`src/rtl/gpsdo_pkg.sv`:
```
// Shared GPSDO definitions: phase width, timeout sentinel, measurement FSM encoding
// and the PPS conditioning latency helper.
package gpsdo_pkg;

  localparam int PHASE_W = 24;
  localparam logic [PHASE_W-1:0] PHASE_TIMEOUT = 24'hFFFFFF;
  localparam int DEGLITCH_LEN = 4;

  typedef enum logic [1:0] {
    ST_IDLE   = 2'd0,
    ST_COUNT  = 2'd1,
    ST_REPORT = 2'd2
  } state_t;

  // Edges after reset are trusted only once the previous-level flop holds a real sample.
  function automatic int prime_cycles(input int sync_stages, input bit deglitch);
    return sync_stages + 1 + (deglitch ? (DEGLITCH_LEN - 1) : 0);
  endfunction

endpackage

```
`src/rtl/phase_measure_if.sv`:
```
// PPS inputs and phase-measurement results of phase_measure, plus FSM state for debug.
interface phase_measure_if;
  import gpsdo_pkg::*;

  logic               PPS_GPS;
  logic               PPS_LOCAL;
  logic [PHASE_W-1:0] Measure_Phase;
  logic               Measure_Done;
  logic               Measure_Timeout;
  state_t             fsm_state;

  // Measure_Done is a one-cycle valid strobe with no ready: Measure_Timeout qualifies
  // it, and Measure_Phase is valid from the strobe cycle and holds until the next one.
  modport master (
    output PPS_GPS, PPS_LOCAL,
    input  Measure_Phase, Measure_Done, Measure_Timeout, fsm_state
  );

  modport slave (
    input  PPS_GPS, PPS_LOCAL,
    output Measure_Phase, Measure_Done, Measure_Timeout, fsm_state
  );

endinterface

```
`src/rtl/pps_edge_sync.sv`:
```
// PPS conditioning: synchroniser, optional 4-sample deglitch (PPS_DEGLITCH_EN),
// and a rising-edge strobe that stays quiet until the pipeline is primed after reset.
module pps_edge_sync
  import gpsdo_pkg::*;
#(
  parameter int SYNC_STAGES = 2
) (
  input  logic clk,
  input  logic rst_n,
  input  logic pin,
  output logic rise
);

  localparam int STAGES = (SYNC_STAGES < 2) ? 2 : SYNC_STAGES;

  logic [STAGES-1:0] sync_q;
  logic              sync_out;
  logic              lvl;
  logic              prev_q;
  logic              primed;
  logic [7:0]        fill_q;

  always_ff @(posedge clk or negedge rst_n) begin
    if (!rst_n) sync_q <= '0;
    else        sync_q <= {sync_q[STAGES-2:0], pin};
  end

  assign sync_out = sync_q[STAGES-1];

`ifdef PPS_DEGLITCH_EN
  localparam int PRIME = prime_cycles(STAGES, 1'b1);

  logic [DEGLITCH_LEN-2:0] hist_q;

  always_ff @(posedge clk or negedge rst_n) begin
    if (!rst_n) hist_q <= '0;
    else        hist_q <= {hist_q[DEGLITCH_LEN-3:0], sync_out};
  end

  // High only when the current and the three previous samples are all high.
  assign lvl = sync_out & (&hist_q);
`else
  localparam int PRIME = prime_cycles(STAGES, 1'b0);

  assign lvl = sync_out;
`endif

  assign primed = (fill_q == 8'(PRIME));

  always_ff @(posedge clk or negedge rst_n) begin
    if (!rst_n) begin
      fill_q <= '0;
      prev_q <= 1'b0;
    end else begin
      if (!primed) fill_q <= fill_q + 8'd1;
      prev_q <= lvl;
    end
  end

  assign rise = lvl & ~prev_q & primed;

endmodule

```
`src/rtl/phase_measure.sv`:
```
// Measures CLK_SYS cycles from the GPS 1PPS edge to the local 1PPS edge.
// Optional PPS_DEGLITCH_EN adds a 4-sample glitch filter to both PPS paths.
module phase_measure
  import gpsdo_pkg::*;
#(
  parameter logic [PHASE_W-1:0] TIMEOUT_CYCLES = 24'd10_000_000,
  parameter int                 SYNC_STAGES    = 2
) (
  input  logic           CLK_SYS,
  input  logic           CLK_RST,
  phase_measure_if.slave bus
);

  logic gps_rise;
  logic loc_rise;

  state_t             state_q, state_n;
  logic [PHASE_W-1:0] count_q, count_n;
  logic [PHASE_W-1:0] phase_q, phase_n;
  logic               flag_q, flag_n;

  // Identical instances keep both paths at the same latency, so the difference is unbiased.
  pps_edge_sync #(.SYNC_STAGES(SYNC_STAGES)) u_gps (
    .clk   (CLK_SYS),
    .rst_n (CLK_RST),
    .pin   (bus.PPS_GPS),
    .rise  (gps_rise)
  );

  pps_edge_sync #(.SYNC_STAGES(SYNC_STAGES)) u_loc (
    .clk   (CLK_SYS),
    .rst_n (CLK_RST),
    .pin   (bus.PPS_LOCAL),
    .rise  (loc_rise)
  );

  always_ff @(posedge CLK_SYS or negedge CLK_RST) begin
    if (!CLK_RST) begin
      state_q <= ST_IDLE;
      count_q <= '0;
      phase_q <= '0;
      flag_q  <= 1'b0;
    end else begin
      state_q <= state_n;
      count_q <= count_n;
      phase_q <= phase_n;
      flag_q  <= flag_n;
    end
  end

  always_comb begin
    state_n = state_q;
    count_n = count_q;
    phase_n = phase_q;
    flag_n  = flag_q;
    case (state_q)
      ST_IDLE: begin
        count_n = '0;
        flag_n  = 1'b0;
        if (gps_rise && loc_rise) begin
          state_n = ST_REPORT;
          phase_n = '0;
        end else if (gps_rise) begin
          state_n = ST_COUNT;
          count_n = PHASE_W'(1);
        end
      end
      ST_COUNT: begin
        // Local edge wins over a coincident GPS edge; timeout stops the count before it can wrap.
        if (loc_rise) begin
          state_n = ST_REPORT;
          phase_n = count_q;
          flag_n  = 1'b0;
        end else if (count_q >= TIMEOUT_CYCLES) begin
          state_n = ST_REPORT;
          phase_n = PHASE_TIMEOUT;
          flag_n  = 1'b1;
        end else if (gps_rise) begin
          count_n = PHASE_W'(1);
        end else begin
          count_n = count_q + PHASE_W'(1);
        end
      end
      ST_REPORT: begin
        state_n = ST_IDLE;
        count_n = '0;
      end
      default: begin
        state_n = ST_IDLE;
        count_n = '0;
      end
    endcase
  end

  always_comb begin
    bus.Measure_Phase   = phase_q;
    bus.Measure_Done    = (state_q == ST_REPORT);
    bus.Measure_Timeout = (state_q == ST_REPORT) && flag_q;
    bus.fsm_state       = state_q;
  end

endmodule

```
`src/flat_wrapper.sv`:
```
// flat-port wrapper written by rule: the top's interface ports become plain ports
module phase_measure_flat import gpsdo_pkg::*;
#(
  parameter logic [PHASE_W-1:0] TIMEOUT_CYCLES = 24'd10_000_000,
  parameter int                 SYNC_STAGES    = 2
)
  (CLK_SYS, CLK_RST, bus_PPS_GPS, bus_PPS_LOCAL, bus_Measure_Phase, bus_Measure_Done, bus_Measure_Timeout, bus_fsm_state);
  phase_measure_if bus_i ();
  input  logic CLK_SYS;
  input  logic CLK_RST;
  input wire logic [$bits(bus_i.PPS_GPS)-1:0] bus_PPS_GPS;
  input wire logic [$bits(bus_i.PPS_LOCAL)-1:0] bus_PPS_LOCAL;
  output wire logic [$bits(bus_i.Measure_Phase)-1:0] bus_Measure_Phase;
  output wire logic [$bits(bus_i.Measure_Done)-1:0] bus_Measure_Done;
  output wire logic [$bits(bus_i.Measure_Timeout)-1:0] bus_Measure_Timeout;
  output wire logic [$bits(bus_i.fsm_state)-1:0] bus_fsm_state;
  assign bus_i.PPS_GPS = bus_PPS_GPS;
  assign bus_i.PPS_LOCAL = bus_PPS_LOCAL;
  assign bus_Measure_Phase = bus_i.Measure_Phase;
  assign bus_Measure_Done = bus_i.Measure_Done;
  assign bus_Measure_Timeout = bus_i.Measure_Timeout;
  assign bus_fsm_state = bus_i.fsm_state;
  phase_measure #(.TIMEOUT_CYCLES(TIMEOUT_CYCLES), .SYNC_STAGES(SYNC_STAGES)) u_core (.CLK_SYS(CLK_SYS), .CLK_RST(CLK_RST), .bus(bus_i));
endmodule
```
`config.mk`:
```
export PLATFORM = sky130hd
export DESIGN_NAME = phase_measure_flat
export DESIGN_NICKNAME = d
export VERILOG_FILES = /design/src/rtl/gpsdo_pkg.sv /design/src/rtl/phase_measure_if.sv /design/src/rtl/pps_edge_sync.sv /design/src/rtl/phase_measure.sv /design/src/flat_wrapper.sv
export SDC_FILE = /design/constraint.sdc
export NUM_CORES = 1
export LEC_CHECK = 0
export CORE_AREA = 4 4 107 68
export DETAILED_ROUTE_END_ITERATION = 7
export DIE_AREA = 0 0 111 72
export PLACE_DENSITY = 0.78
export SLEW_MARGIN = 30
export SYNTH_ARGS = -nofsm -noshare
export SYNTH_HDL_FRONTEND = slang
export SYNTH_SLANG_ARGS = --single-unit
```
`constraint.sdc`:
```
create_clock -name CLK_SYS -period 2.96 [get_ports CLK_SYS]
set_input_delay 0.592 -clock CLK_SYS [delete_from_list [all_inputs] [get_ports CLK_SYS]]
set_output_delay 0.592 -clock CLK_SYS [all_outputs]
set_load 0.05 [all_outputs]
```
==> metrics.md, run 1 <==
| Metric | Value |
|---|---|
| Root buf cell | clkbuf_8 |
| DR WL/cell | 17.58 µm |
| Width of the die | 111 µm |
| Number of global-route vias before repair | 2,629 |
| Dpl hpwl | 5.106 mm |
| Hold_ws | 0.2668 ns |
| Register area | 0.001827 mm² |
| Synth top cells by count | dfrtp_1 (73), o31ai_1 (26), o221a_1 (24) |
| Mux cell area share after synthesis | 0.01209 |
| Synth area leaders | dfrtp_1 (52%), o221a_1 (7.7%), o31ai_1 (5.5%) |
| #FFs+latches synth | 73 |
| Synth Flop Type | dfrtp_1 |
| Complex-gate fraction of the synthesized area | 0.2048 |
| RSZ-0062 raised after global routing | no |
| Worst EP arrival | 1.97 ns |
| Post-Synth XOR/XNOR Area | 0.03484 |
| WP buf/inv | 2 |
| CTS Sinks | 73 |
| Initial antenna violation count | 0 |
| Setup Skew | 0.008891 ns |
| Comb pwr share | 0.308 |
| R2R Setup Slk | 0.54 ns |
| Core area | 0.006417 mm² |
| Clock power frac | 0.267 |
| EDFF count, synth | 0 |
| First-pass GRT wire length | 13.07 mm |
| Reg2Reg Depth | 6 |
| WP depth | 3 |
| TritonRoute pass-1 iters | 4 |
| CTS tree | yes |
| Setup TNS | 0 ns |
| Syn Area/Cell | 11.28 µm² |
| Initial Utilization | 0.5485 |
| Largest family of logic cells by synthesized area | compound AO/OA/AOI/OAI gates |
| Via-to-Cell Ratio | 6.395 |
| Worst Setup Start Kind | flip-flop |
| Die Ht | 72 µm |
| # H-tree levels | 3 |
| Outcome | finished clean |
| Reg-to-Reg End | u_core.bus.Measure_Phase[5] |
| Worst min path class | in2async |
| Area of the multi-input gates | 0.001563 mm² |
| Largest net degree at the start of global routing | 44 |
| Postcts setup bufs | 0 |
| DP Worst Slack | 0.5681 ns |
| Max-slew violation count | 0 |
| Syn nets | 320 |
| N_diodes | 0 |
| Warning count from the yosys run | 0 |
| Switching pwr | 1004 µW |
| Critical path origin | u_core.bus.fsm_state[0] |
| Register area share after synthesis | 0.5190 |
| Initial DRC Count | 226 |
| Max incr delay on CP | 0.81 ns |
| CP Cell Sequence | inv_1, and3_1, clkdlybuf4s50_1 |
| Row cnt | 23 |
| Max transition margin | 0.4893 |
| Most frequent cell after synthesis | dfrtp_1 |
| Endpoints failing setup | 0 |
| Biggest area consumer among synthesized cells | dfrtp_1 |
| Total track usage | 0.2034 |
| Slowest cell on crit path | clkdlybuf4s50_1 |
| Fin crit period | 2.559 ns |
| Cells after synthesis | 312 |
| Die area | 0.007992 mm² |
| TritonCTS buffer count | 9 |
| Clock latency on the worst-skew pair | 0.35 ns |
| Longest Clk Path Bufs | 2 |
| Worst Setup EP | bus_Measure_Timeout |
| Pwr Total | 2798 µW |
| Routed met3 length | 519 µm |
| Layout Area Growth over Synthesis | 16.74% |
| DR WL met2 | 3.287 mm |
| Synth cell types | 46 |
| Setup CP Type | reg2out |
| Worst path required time | 2.37 ns |
| Post-CTS Hold Fix Bufs | 0 |
| IO Port Bufs | 31 |
| Top Layer Used | met4 |
| Sw Ratio | 0.3589 |
| CP top delay family | buffers and inverters |
| Maximum vdd drop | 0.0003815 V |
| Synthesized area | 0.003520 mm² |
| Clk slew on worst S/H paths | 0.07 ns |
| Gpl congestion | 0.8122 |
| Pin slew with the least headroom to its limit | 0.7597 ns |
| Worst-path maximum fanout | 8 |
| Fraction of layout cells with a size suffix above 1 | 0.1140 |
| Final net count | 355 |
| DR DRC count | 0 |
| Fill cells | 526 |
| Vias | 2,801 |
| Final Cycle Share | 0.8644 |
| Sequential power share | 0.426 |
| Synth async-reset ratio | 1.000 |
| Routed metal-1 wire length | 3.840 mm |
| Synth top area share | 0.5190 |
| Maxcap violations | 0 |
| Adder-cell share of the synthesized area | 0.01422 |
| FF-to-FF Start | u_core.count_q[16] |
| Achievable clock frequency | 0.3908 GHz |
| PwrDens | 681.0 mW/mm² |
| Routed Antenna Nets | 0 |
| Hold Fails Final Rpt | 0 |
| CP endpoint kind | output port |
| Post-cts gate resize count | 0 |
| P_int | 1794 µW |
| PnR worst setup slack | 0.4013 ns |
| Drt total wl | 7.699 mm |
| Lkg Pwr | 0.001647 µW |
| Num ports | 32 |
| Synth Area in Simple Gates | 0.1781 |
| Grt total ovfl | 0 |
==> layout make-up <==
cell class,count,area share
Sequential cell,73,0.4446
Clock inverter,6,0.01462
Inverter,9,0.008222
Timing Repair Buffer,41,0.09562
Tap cell,87,0.02649
Multi-Input combinational cell,213,0.3803
Clock buffer,9,0.03015
==> routing by layer <==
| metal | GRT usage | vias up |
|---|---|---|
| met5 | 0 | - |
| li1 | - | 1297 |
| met4 | 0.04098 | 0 |
| met1 | 0.3010 | 1395 |
| met2 | 0.2944 | 101 |
| met3 | 0.06833 | 8 |
==> how the worst min path moves through the flow <==
stage / to / slack [ns] / startpoint / depth (start not counted)
6_report: u_core.count_q[14] / 0.27 / CLK_RST / 2
5_1_grt: u_core.count_q[14] / 0.28 / CLK_RST / 2
4_1_cts: u_core.bus.Measure_Phase[4] / 0.27 / CLK_RST / 2
3_5_place_dp: u_core.u_gps.sync_q[1] / 0.34 / u_core.u_gps.sync_q[0] / 0
3_3_place_gp: u_core.u_loc.sync_q[1] / 0.33 / u_core.u_loc.sync_q[0] / 0
2_1_floorplan: u_core.bus.Measure_Phase[0] / 0.30 / CLK_RST / 0
==> power by group through the flow <==
stage,clock [µW],sequential [µW],combinational (µW)
finish,746,1190,861
global route,812,1210,894
CTS,762,1190,868
detailed placement,0,1210,867
global placement,0,1210,856
floorplan,0,1600,169
==> stage by stage <==
step / cells / area [µm²] / util
2_1_floorplan: 312 / 3520 / -
3_3_place_gp: 423 / 3925 / 0.6116
3_5_place_dp: 423 / 3925 / 0.6116
4_1_cts: 438 / 4109 / 0.6403
5_1_grt: 438 / 4109 / 0.6403
6_report: 438 / 4109 / 0.6403
==> kinds of logic after synthesis <==
family	count (synthesis)
buf+inv	26
simple gates	103
flops	73
mux	4
compound gates	88
xor+xnor	14
fa+ha+maj	4
==> state kept, by name, indices dropped and copies added (netlist names) <==
name,flops
u_core.bus.Measure_Phase,24
u_core.count_q,24
u_core.u_gps.fill_q,8
u_core.u_loc.fill_q,8
u_core.bus.fsm_state,2
u_core.u_gps.sync_q,2
u_core.u_loc.sync_q,2
u_core.flag_q,1
u_core.u_gps.prev_q,1
u_core.u_loc.prev_q,1
==> placed cells by master, fill, tap and decap left out, types with 2 or more instances in the layout <==
master and instances:
nor2b_1 4, nand2_1 16, mux2_2 2, clkinv_2 3, dfrtp_1 73, nor2_1 9, clkbuf_8 9, nor4_2 3
nand3_1 19, and3_1 6, a31oi_1 4, or4_1 17, xnor2_1 10, o21ai_1 3, and4_1 3, inv_1 9
o221a_1 24, a21oi_1 22, o41ai_1 2, nor4_1 3, o31ai_1 26, clkinvlp_4 2, clkdlybuf4s50_1 30, nand4_1 9
nor3_1 3, mux2i_1 2, buf_4 9, ha_1 4, xor2_1 4
Note: power is estimated with default switching activity, not from simulation.
==> inputs of run 2 (changes only) <==
--- a/config.mk
+++ b/config.mk
@@ -8,6 +8,7 @@
 export CORE_AREA = 4 4 107 68
 export DETAILED_ROUTE_END_ITERATION = 7
 export DIE_AREA = 0 0 111 72
+export MAX_ROUTING_LAYER = met4
 export PLACE_DENSITY = 0.78
 export SLEW_MARGIN = 30
 export SYNTH_ARGS = -nofsm -noshare
==> run 2 against run 1 <==
Sequential power about the same. Largest power group unchanged. First-iteration DRC count increased by 2.7%. Largest cell class unchanged. Total power about the same. Die area unchanged.
==> metrics.md, run 2 (synthesized netlist as in run 1, its figures left out) <==
| Metric | Value |
|---|---|
| Post-cts gate resize count | 0 |
| Most frequent cells in the layout | dfrtp_1 (73), clkdlybuf4s50_1 (30), o31ai_1 (26) |
| Die Ht | 72 µm |
| Via-to-Cell Ratio | 6.402 |
| First-pass GRT wire length | 13.06 mm |
| DP Cell Count | 423 |
| Initial antenna violation count | 0 |
| Final Cycle Share | 0.8638 |
| Grt total ovfl | 0 |
| Drt total wl | 7.767 mm |
| CP top delay family | buffers and inverters |
| N_diodes | 0 |
| Lkg Pwr | 0.001647 µW |
| Die area | 0.007992 mm² |
| RSZ-0062 raised after global routing | no |
| Post-route cell area | 0.004109 mm² |
| Final core occ | 0.6403 |
| Worst min path class | in2async |
| Largest net degree at the start of global routing | 44 |
| Setup TNS | 0 ns |
| Max incr delay on CP | 0.81 ns |
| IO Port Bufs | 31 |
| Worst path required time | 2.37 ns |
| Commonest non-fill, non-tap cell in the layout | dfrtp_1 |
| Initial Utilization | 0.5485 |
| CP Cell Sequence | inv_1, and3_1, clkdlybuf4s50_1 |
| CTS Sinks | 73 |
| Number of global-route vias before repair | 2,626 |
| Endpoints failing setup | 0 |
| Clk slew on worst S/H paths | 0.07 ns |
| Fin crit period | 2.557 ns |
| Row cnt | 23 |
| DR WL/cell | 17.73 µm |
| Clock latency on the worst-skew pair | 0.35 ns |
| Routed Antenna Nets | 0 |
| Vias | 2,804 |
| CP endpoint kind | output port |
| Dpl hpwl | 5.106 mm |
| Hold Fails Final Rpt | 0 |
| Max-slew violation count | 0 |
| Gpl congestion | 0.8242 |
| Width of the die | 111 µm |
| Pin slew with the least headroom to its limit | 0.7735 ns |
| Fraction of layout cells with a size suffix above 1 | 0.1140 |
| Fill cells | 526 |
| Final non-filler cell total | 438 |
| Total track usage | 0.2094 |
| PwrDens | 680.6 mW/mm² |
| Setup Skew | 0.01057 ns |
| Root buf cell | clkbuf_8 |
| Worst-path maximum fanout | 8 |
| Worst Setup Start Kind | flip-flop |
| Outcome | finished clean |
| Final net count | 355 |
| Worst EP arrival | 1.96 ns |
| Maximum vdd drop | 0.0003817 V |
| Post-CTS Hold Fix Bufs | 0 |
| DR DRC count | 0 |
| Placed inst area | 0.003925 mm² |
| Longest Clk Path Bufs | 2 |
| TritonRoute pass-1 iters | 4 |
| Achievable clock frequency | 0.3911 GHz |
| Pwr Total | 2797 µW |
| Layout Area Growth over Synthesis | 16.74% |
| # H-tree levels | 3 |
| Num ports | 32 |
| Core area | 0.006417 mm² |
| Postcts setup bufs | 0 |
| Maxcap violations | 0 |
| Setup CP Type | reg2out |
| TritonCTS buffer count | 9 |
| CTS tree | yes |
| Max transition margin | 0.4800 |
| Slowest cell on crit path | clkdlybuf4s50_1 |
| Initial DRC Count | 232 |
| WP buf/inv | 2 |
[run 2: cell counts in the layout (fill, tap and decap cells not counted)]
Identical to the previous run, type by type.
[run 2: worst register-to-register path, cell delays in order (launching register included)]
cell and delay [ns]:
dfrtp_1 0.45, or4_4 0.56, a2111o_1 0.44, a31oi_4 0.44, buf_12 0.22, o31ai_1 0.09
a21oi_1 0.14
[run 2: metal layers]
layer | GRT usage | share of wire | vias up
met5 | - | 0 | -
met4 | 0.04508 | 0.0061 | 0
met3 | 0.06250 | 0.069 | 6
met2 | 0.2957 | 0.43 | 95
met1 | 0.3010 | 0.49 | 1404
li1 | - | - | 1299
[run 2: worst paths after layout]
check                                        startpoint                       to  slack [ns]  cells after the start
worst min-delay path                            CLK_RST       u_core.count_q[14]        0.27                      2
worst max register to register       u_core.count_q[17]        u_core.count_q[6]        0.54                      6
max in group asynchronous                       CLK_RST  u_core.bus.fsm_state[1]        2.27                      2
worst min register to register   u_core.u_loc.sync_q[0]   u_core.u_loc.sync_q[1]        0.35                      0
worst max-delay path            u_core.bus.fsm_state[0]      bus_Measure_Timeout        0.40                      3
min in group CLK_SYS             u_core.u_loc.sync_q[0]   u_core.u_loc.sync_q[1]        0.35                      0
[run 2: final cells by class]
| type | count | area (µm²) | share of cell area |
|---|---|---|---|
| Sequential cell | 73 | 1827 | 0.4446 |
| Multi-Input combinational cell | 213 | 1563 | 0.3803 |
| Timing Repair Buffer | 41 | 392.9 | 0.09562 |
| Clock buffer | 9 | 123.9 | 0.03015 |
| Tap cell | 87 | 108.9 | 0.02649 |
| Clock inverter | 6 | 60.06 | 0.01462 |
| Inverter | 9 | 33.78 | 0.008222 |
[run 2: through the flow]
step	worst slack [ns]	hold WS, ns
floorplan	0.7723	0.2964
global placement	0.6076	0.3328
detailed placement	0.5681	0.3358
CTS	0.4020	0.2668
global route	0.3406	0.2834
finish	0.4032	0.2683
[run 2: power breakdown]
part | internal (µW) | total [µW] | switching (µW)
registers | 1120 | 1190 | 74.4
clock network | 380 | 745 | 365
logic | 299 | 862 | 563
total | 1790 | 2800 | 1000
==> inputs of run 3 (changes only) <==
--- a/config.mk
+++ b/config.mk
@@ -5,9 +5,9 @@
 export SDC_FILE = /design/constraint.sdc
 export NUM_CORES = 1
 export LEC_CHECK = 0
-export CORE_AREA = 4 4 107 68
+export CORE_AREA = 2 2 105 66
 export DETAILED_ROUTE_END_ITERATION = 7
-export DIE_AREA = 0 0 111 72
+export DIE_AREA = 0 0 107 68
 export MAX_ROUTING_LAYER = met4
 export PLACE_DENSITY = 0.78
 export SLEW_MARGIN = 30
==> run 3 against run 2 <==
Worst hold slack better by 0.059 ns. First-iteration DRC count is 23% lower. Maximum frequency is 1.3% lower. Clock power is 5.4% higher. Sequential share of layout area is 0.12 points lower. Wire length is 0.95% higher. Setup slack worse by 0.035 ns. Utilization is 0.18 points higher. Clock-buffer cell count is 3 higher. Final area is 0.27% higher. Sequential cell count stayed put.
==> metrics.md, run 3 (synthesized netlist as in run 1, its figures left out) <==
| Metric | Value |
|---|---|
| Setup TNS | 0 ns |
| Max transition margin | 0.4628 |
| FF-to-FF Start | u_core.count_q[16] |
| Num ports | 32 |
| # H-tree levels | 3 |
| Die area | 0.007276 mm² |
| PwrDens | 689.3 mW/mm² |
| Post-cts gate resize count | 0 |
| Longest Clk Path Bufs | 2 |
| Fin crit period | 2.592 ns |
| Root buf cell | clkbuf_8 |
| Postcts setup bufs | 0 |
| Clk slew on worst S/H paths | 0.07 ns |
| Worst Setup Start Kind | flip-flop |
| Lkg Pwr | 0.001661 µW |
| Vias | 2,711 |
| Layout Area Growth over Synthesis | 17.06% |
| Pin slew with the least headroom to its limit | 0.8058 ns |
| Via-to-Cell Ratio | 6.189 |
| TritonRoute pass-1 iters | 4 |
| DP Cell Count | 423 |
| Clock latency on the worst-skew pair | 0.35 ns |
| Final Cycle Share | 0.8756 |
| Drt total wl | 7.841 mm |
| CP endpoint kind | flip-flop |
| Max-slew violation count | 0 |
| Setup CP Type | reg2reg |
| Fraction of layout cells with a size suffix above 1 | 0.1111 |
| Die Ht | 68 µm |
| TritonCTS buffer count | 9 |
| Initial antenna violation count | 0 |
| Dpl hpwl | 5.200 mm |
| RSZ-0062 raised after global routing | no |
| Row cnt | 23 |
| Maximum vdd drop | 0.0003502 V |
| Outcome | finished clean |
| Grt total ovfl | 0 |
| Achievable clock frequency | 0.3858 GHz |
| Critical path origin | u_core.count_q[16] |
| Reg-to-Reg End | u_core.bus.Measure_Phase[5] |
| Routed Antenna Nets | 0 |
| Total track usage | 0.2553 |
| Worst min path class | in2async |
| R2R Setup Slk | 0.37 ns |
| First-pass GRT wire length | 13.50 mm |
| Width of the die | 107 µm |
| Final non-filler cell total | 438 |
| Hold_ws | 0.3273 ns |
| Initial Utilization | 0.5485 |
| Worst-path maximum fanout | 24 |
| Commonest non-fill, non-tap cell in the layout | dfrtp_1 |
| Maxcap violations | 0 |
| Endpoints failing setup | 0 |
| Placed inst area | 0.003925 mm² |
| Most frequent cells in the layout | dfrtp_1 (73), clkdlybuf4s50_1 (30), o31ai_1 (26) |
| Largest net degree at the start of global routing | 39 |
| Gpl congestion | 0.8746 |
| CTS Sinks | 73 |
| Setup Skew | 0.007281 ns |
| Worst path required time | 3.25 ns |
| Initial DRC Count | 178 |
| N_diodes | 0 |
| Post-CTS Hold Fix Bufs | 0 |
| IO Port Bufs | 31 |
| Worst EP arrival | 2.88 ns |
| Core area | 0.006417 mm² |
| CTS tree | yes |
| Reg2Reg Depth | 5 |
| Hold Fails Final Rpt | 0 |
| DR WL/cell | 17.90 µm |
| Final net count | 355 |
| Post-route cell area | 0.004120 mm² |
| DR DRC count | 0 |
| Number of global-route vias before repair | 2,658 |
## run 3: changes by cell type in the layout (fill, tap and decap cells not counted)
cell,before,now
clkinvlp_4,2,0
clkinv_2,3,2
clkbuf_8,9,11
clkbuf_1,0,1
## run 3: stage by stage
step                      worst slack (ns)  total power, µW  utilization
after detailed placement            0.3785             2076       0.6116
after floorplan                     0.7723             1765            -
after global placement              0.4451             2067       0.6116
final                               0.3682             2840       0.6420
after CTS                           0.3724             2866       0.6420
after global routing                0.2265             2964       0.6420
## run 3: worst max path at each step
stage	to	slack, ns
after floorplan	u_core.count_q[11]	0.77
after global placement	u_core.bus.Measure_Phase[8]	0.45
after detailed placement	u_core.bus.Measure_Phase[21]	0.38
after CTS	u_core.bus.Measure_Phase[4]	0.37
after global routing	u_core.bus.Measure_Phase[4]	0.23
final	u_core.bus.Measure_Phase[5]	0.37
## run 3: cell type report
| cell class | instances | area, µm² |
|---|---|---|
| inverters | 9 | 33.78 |
| fillers | 512 | 2297 |
| flip-flops and latches | 73 | 1827 |
| multi-input cells | 213 | 1563 |
| clock buffers | 12 | 155.1 |
| clock inverters | 3 | 40.04 |
| repair buffers | 41 | 392.9 |
| well taps | 87 | 108.9 |
## run 3: worst max-delay path, stage by stage (launching register included)
cell,delay (ns)
dfrtp_1,0.43
or4_4,0.57
a2111o_1,0.45
and4_1,0.29
nor2_4,0.48
o221a_1,0.31
## run 3: power breakdown
group,internal [µW],leakage (µW),switching [µW]
combinational,299,0.000617,563
clock,428,0.000102,356
sequential,1120,0.000943,77.2
total,1840,0.00166,997
## run 3: routing by layer
layer | part of all wire | track usage | vias to the layer above
met5 | 0 | - | -
li1 | - | - | 1291
met3 | 0.063 | 0.06571 | 9
met4 | 0.012 | 0.07955 | 0
met2 | 0.44 | 0.3623 | 82
met1 | 0.48 | 0.3616 | 1329
